<file path="config.mk">
export PLATFORM = sky130hd
export DESIGN_NAME = logic_addr_loader
export DESIGN_NICKNAME = d
export VERILOG_FILES = /design/src/rtl/logic_addr_loader.sv
export SDC_FILE = /design/constraint.sdc
export NUM_CORES = 1
export LEC_CHECK = 0
export ABC_AREA = 1
export CORE_MARGIN = 5
export CORE_UTILIZATION = 35
export CTS_CLUSTER_SIZE = 14
export DETAILED_ROUTE_END_ITERATION = 8
export PLACE_DENSITY = 0.52
export SYNTH_ARGS = -nofsm -noshare
export SYNTH_HDL_FRONTEND = slang
export SYNTH_SLANG_ARGS = --single-unit
</file>
<file path="constraint.sdc">
create_clock -name clk -period 1.9 [get_ports clk]
set_input_delay 0.38 -clock clk [delete_from_list [all_inputs] [get_ports clk]]
set_output_delay 0.38 -clock clk [all_outputs]
set_load 0.05 [all_outputs]
</file>
<file path="src/rtl/logic_addr_loader.sv">
// Decodes SYNC/ADDR/DATA/CHK frames from a byte stream and issues one table write per good frame.
// Malformed, out-of-range and stalled frames are dropped with an error pulse and code.
module logic_addr_loader #(
  parameter logic [7:0]  SYNC_BYTE   = 8'hA5,
  parameter int unsigned NUM_REGS    = 9,
  parameter int unsigned TIMEOUT_CYC = 1000,
  parameter int unsigned CNT_W       = 16
) (
  input  logic       clk,
  input  logic       rstn,
  input  logic [7:0] rx_data,
  input  logic       rx_valid,
  output logic [3:0] l_addr,
  output logic       l_wren,
  output logic [7:0] l_data,
  output logic       busy,
  output logic       err,
  output logic [1:0] err_code,
  output logic [7:0] good_cnt
);

  typedef enum logic [2:0] {StIdle, StGetAddr, StGetData, StGetChk, StWrite} state_e;

  localparam logic [1:0]       ErrChk      = 2'b01;
  localparam logic [1:0]       ErrAddr     = 2'b10;
  localparam logic [1:0]       ErrTimeout  = 2'b11;
  localparam logic [7:0]       NumRegsB    = 8'(NUM_REGS);
  localparam logic [CNT_W-1:0] TimeoutLast = CNT_W'(TIMEOUT_CYC - 1);

  state_e           state_q, state_d;
  logic [7:0]       addr_q, addr_d;
  logic [7:0]       data_q, data_d;
  logic [CNT_W-1:0] cnt_q, cnt_d;
  logic             err_q, err_d;
  logic [1:0]       code_q, code_d;
  logic [3:0]       l_addr_q, l_addr_d;
  logic [7:0]       l_data_q, l_data_d;
  logic [7:0]       good_q, good_d;

  logic addr_bad, chk_ok, in_frame;

  assign addr_bad = (addr_q[7:4] != 4'h0) || (addr_q >= NumRegsB);
  assign chk_ok   = (rx_data == (SYNC_BYTE ^ addr_q ^ data_q));
  assign in_frame = (state_q == StGetAddr) || (state_q == StGetData) || (state_q == StGetChk);

  always_comb begin
    state_d  = state_q;
    addr_d   = addr_q;
    data_d   = data_q;
    cnt_d    = cnt_q;
    err_d    = 1'b0;
    code_d   = 2'b00;
    l_addr_d = l_addr_q;
    l_data_d = l_data_q;
    good_d   = good_q;

    unique case (state_q)
      // WRITE lasts one cycle and accepts a new header, so back-to-back frames lose nothing.
      StIdle, StWrite: begin
        cnt_d   = '0;
        state_d = StIdle;
        if (rx_valid && (rx_data == SYNC_BYTE)) state_d = StGetAddr;
      end
      StGetAddr: begin
        if (rx_valid) begin
          addr_d  = rx_data;
          state_d = StGetData;
        end
      end
      StGetData: begin
        if (rx_valid) begin
          data_d  = rx_data;
          state_d = StGetChk;
        end
      end
      StGetChk: begin
        if (rx_valid) begin
          if (!chk_ok) begin
            err_d   = 1'b1;
            code_d  = ErrChk;
            state_d = StIdle;
          end else if (addr_bad) begin
            err_d   = 1'b1;
            code_d  = ErrAddr;
            state_d = StIdle;
          end else begin
            l_addr_d = addr_q[3:0];
            l_data_d = data_q;
            good_d   = good_q + 8'd1;
            state_d  = StWrite;
          end
        end
      end
      default: state_d = StIdle;
    endcase

    // An arriving byte always beats a timeout that would fire in the same cycle.
    if (in_frame) begin
      if (rx_valid) begin
        cnt_d = '0;
      end else if (cnt_q == TimeoutLast) begin
        cnt_d   = '0;
        err_d   = 1'b1;
        code_d  = ErrTimeout;
        state_d = StIdle;
      end else begin
        cnt_d = cnt_q + CNT_W'(1);
      end
    end
  end

  always_ff @(posedge clk) begin
    if (!rstn) begin
      state_q  <= StIdle;
      addr_q   <= '0;
      data_q   <= '0;
      cnt_q    <= '0;
      err_q    <= 1'b0;
      code_q   <= 2'b00;
      l_addr_q <= '0;
      l_data_q <= '0;
      good_q   <= '0;
    end else begin
      state_q  <= state_d;
      addr_q   <= addr_d;
      data_q   <= data_d;
      cnt_q    <= cnt_d;
      err_q    <= err_d;
      code_q   <= code_d;
      l_addr_q <= l_addr_d;
      l_data_q <= l_data_d;
      good_q   <= good_d;
    end
  end

  assign l_wren   = (state_q == StWrite);
  assign busy     = (state_q != StIdle);
  assign err      = err_q;
  assign err_code = code_q;
  assign l_addr   = l_addr_q;
  assign l_data   = l_data_q;
  assign good_cnt = good_q;

endmodule

</file>
==> run metrics <==
outcome completed; num rows 33; drt first pass iters 5; Total Power 2.45 mW; GRT Util Overall 0.158; Startpoint Class flop; register area 1160 um^2; H-tree Lvls 3; Placeable Area 8220 um^2; buffers and inverters on the worst path 1; Via-to-Cell Ratio 4.91; Hold Path Class reg -> reg; Cell variety after synth 35; period utilisation layout 0.971; CP delay by family, top buffers and inverters; antenna viol nets, final 0; worst reg2reg path depth 8; met2 wire length 3590 um; final hold slack 0.460 ns; CTS buffer count 9; Slew @ Worst Pin 0.691 ns; Routed WL 7860 um; fmax 542 MHz; CP max-delay cell clkdlybuf4s50_1; I/O pins 36; FF-to-FF End cnt_q[14]; CTS Sinks 58; HPWL reported at the end of detailed placement 5800 um; Setup-failing EPs final 0; area grow syn2layout 30.1%; Layout Nets 504; Worst Setup SP err_code[1]; chip width 102 um; worst-case clock buffer depth 2; Die ar. 10400 um^2; synthesized flop and latch total 58; largest fanout on the critical path 1; most common cell after layout, fill and taps aside nand2_1; Setup Skew 0.00560 ns; pin count of the biggest net entering global routing 23; drt wl/cell 13.1 um; PD cells 639 nW/um^2; RSZ-0062 raised after global routing false; synthesized area per cell 6.96 um^2; Crit. End Element primary output; DRC Markers 0; initial antenna violation count 0; Max rail drop VDD 0.000310 V; Post-Syn Area 2950 um^2; initial DRC count 162; Reg-to-Reg Start cnt_q[0]; area of the multi-input gates 1540 um^2; max-slew violation count 0; Die H 102 um; Antenna diodes 0; CP endpoint err_code[1]; CTS tree done; vias in the first global route 2614; Post-Synthesis Cells 424; cells along the critical path clkdlybuf4s50_1; DR top layer met4; met1 wire length 3820 um; Ys Warns 0; most frequent cells in the layout nand2_1, dfxtp_1, inv_1; Placer Congestion 0.841; slew margin rel. 0.539; root buf cell clkbuf_8; gr ovfl total 0; CP Data Arrival Time 1.47 ns; leak pwr 1.71 nW; kind of critical path reg -> out; Max-Cap Viols 0; Seq/Total Area, Yosys 0.394; flop-to-flop setup slack 0.18 ns; WL met3 402 um; routed vias 2943; max incr delay on CP 0.80 ns; synthesized net count 437; share of cells above drive strength 1 0.178; PortBufs 35; number of cells on the critical path 1; hold buffer count at CTS 0; post-layout minimum cycle time 1.85 ns; first-pass GRT wire length 12800 um; clock latency on the worst-skew pair 0.33 ns; Worst EP required 1.52 ns; Clk pin slew, worst setup/hold paths 0.07 ns; FILL cells 862; Initial Utilization 0.359; final hold vios 0
-- worst min-delay path by stage --
stage | slack [ns] | start | depth (start not counted) | to
floorplan | 0.45 | addr_q[4] | 2 | addr_q[4]
global placement | 0.45 | l_data[3] | 2 | l_data[3]
detailed placement | 0.45 | l_addr[0] | 2 | l_addr[0]
CTS | 0.46 | l_addr[0] | 2 | l_addr[0]
global route | 0.48 | l_addr[0] | 2 | l_addr[0]
finish | 0.46 | l_data[5] | 2 | l_data[5]
-- kinds of logic (layout without fill, tap and decap cells) --
family / count (synthesis) / in the layout / synth area share
XOR/XNOR: 7 / 7 / 0.0208
AO/OA/AOI/OAI: 71 / 71 / 0.124
flip-flops: 58 / 58 / 0.394
buffers and inverters: 68 / 137 / 0.0924
adder cells (fa/ha/maj): 2 / 2 / 0.00848
AND/OR/NAND/NOR: 218 / 220 / 0.360
-- layer usage --
metal,vias to the layer above,global-route usage
met1,1335,0.217
met5,-,0
li1,1545,-
met3,4,0.0457
met2,59,0.237
met4,0,0.0525
-- state kept, by name, summed over array words and instances (netlist names) --
register,cells
state_q,3
data_q,8
err,1
good_cnt,8
cnt_q,16
l_addr,4
addr_q,8
l_data,8
err_code,2
-- final cells by class --
class	instances	area share
clock buffers	12	0.0378
clock inverters	3	0.0104
inverters	57	0.0558
multi-input cells	300	0.401
flip-flops and latches	58	0.303
well taps	105	0.0342
repair buffers	65	0.158
-- per-stage QoR --
stage / setup TNS (ns) / cells / setup WS [ns] / area (um^2) / util
2_1_floorplan: 0 / 424 / 0.314 / 2950 / -
3_3_place_gp: -4.57 / 583 / -0.219 / 3610 / 0.439
3_5_place_dp: -4.69 / 583 / -0.214 / 3610 / 0.439
4_1_cts: 0 / 598 / 0.0199 / 3790 / 0.462
5_1_grt: 0 / 600 / 0.000758 / 3840 / 0.467
6_report: 0 / 600 / 0.0544 / 3840 / 0.467
-- cells in the mapped netlist --
master    instances  area [um^2]
a21oi_1          43          215
a31oi_1           2         12.5
buf_2             5         25.0
buf_4             1         7.51
buf_6             1         11.3
clkbuf_1          4         15.0
dfxtp_1          58         1160
ha_1              2         25.0
inv_1            45          169
inv_2            12         45.0
nand2_1          97          364
nand2_2           3         18.8
nand2_4           2         22.5
nand3_1          29          145
nand3_2           1         10.0
nand3b_1          1         7.51
nand4_1          22          138
nand4_2           1         12.5
nand4_4           1         21.3
nor2_1           33          124
nor2_2            3         18.8
nor2_4            4         45.0
nor2_8            1         20.0
nor3_1           12         60.1
nor4_1            4         25.0
nor4_2            1         12.5
o21a_1            1         7.51
o21ai_0          23          115
o311ai_0          1         8.76
o31ai_1           1         7.51
or2_0             1         6.26
or2_1             1         6.26
or2_2             1         6.26
xnor2_1           1         8.76
xor2_1            6         52.6
-- power by group --
group | total, mW | switching (mW) | internal, mW
logic | 0.136 | 0.0754 | 0.0607
registers | 1.22 | 0.000212 | 1.22
clock network | 1.10 | 0.470 | 0.631
total | 2.45 | 0.546 | 1.91
-- what timing repair did --
item,CTS,global route
hold endpoints to repair,0,0
endpoints found under the setup margin,0,15
resized for setup,0,11
buffers inserted,0,0
Power figures use the tool's default switching activity.
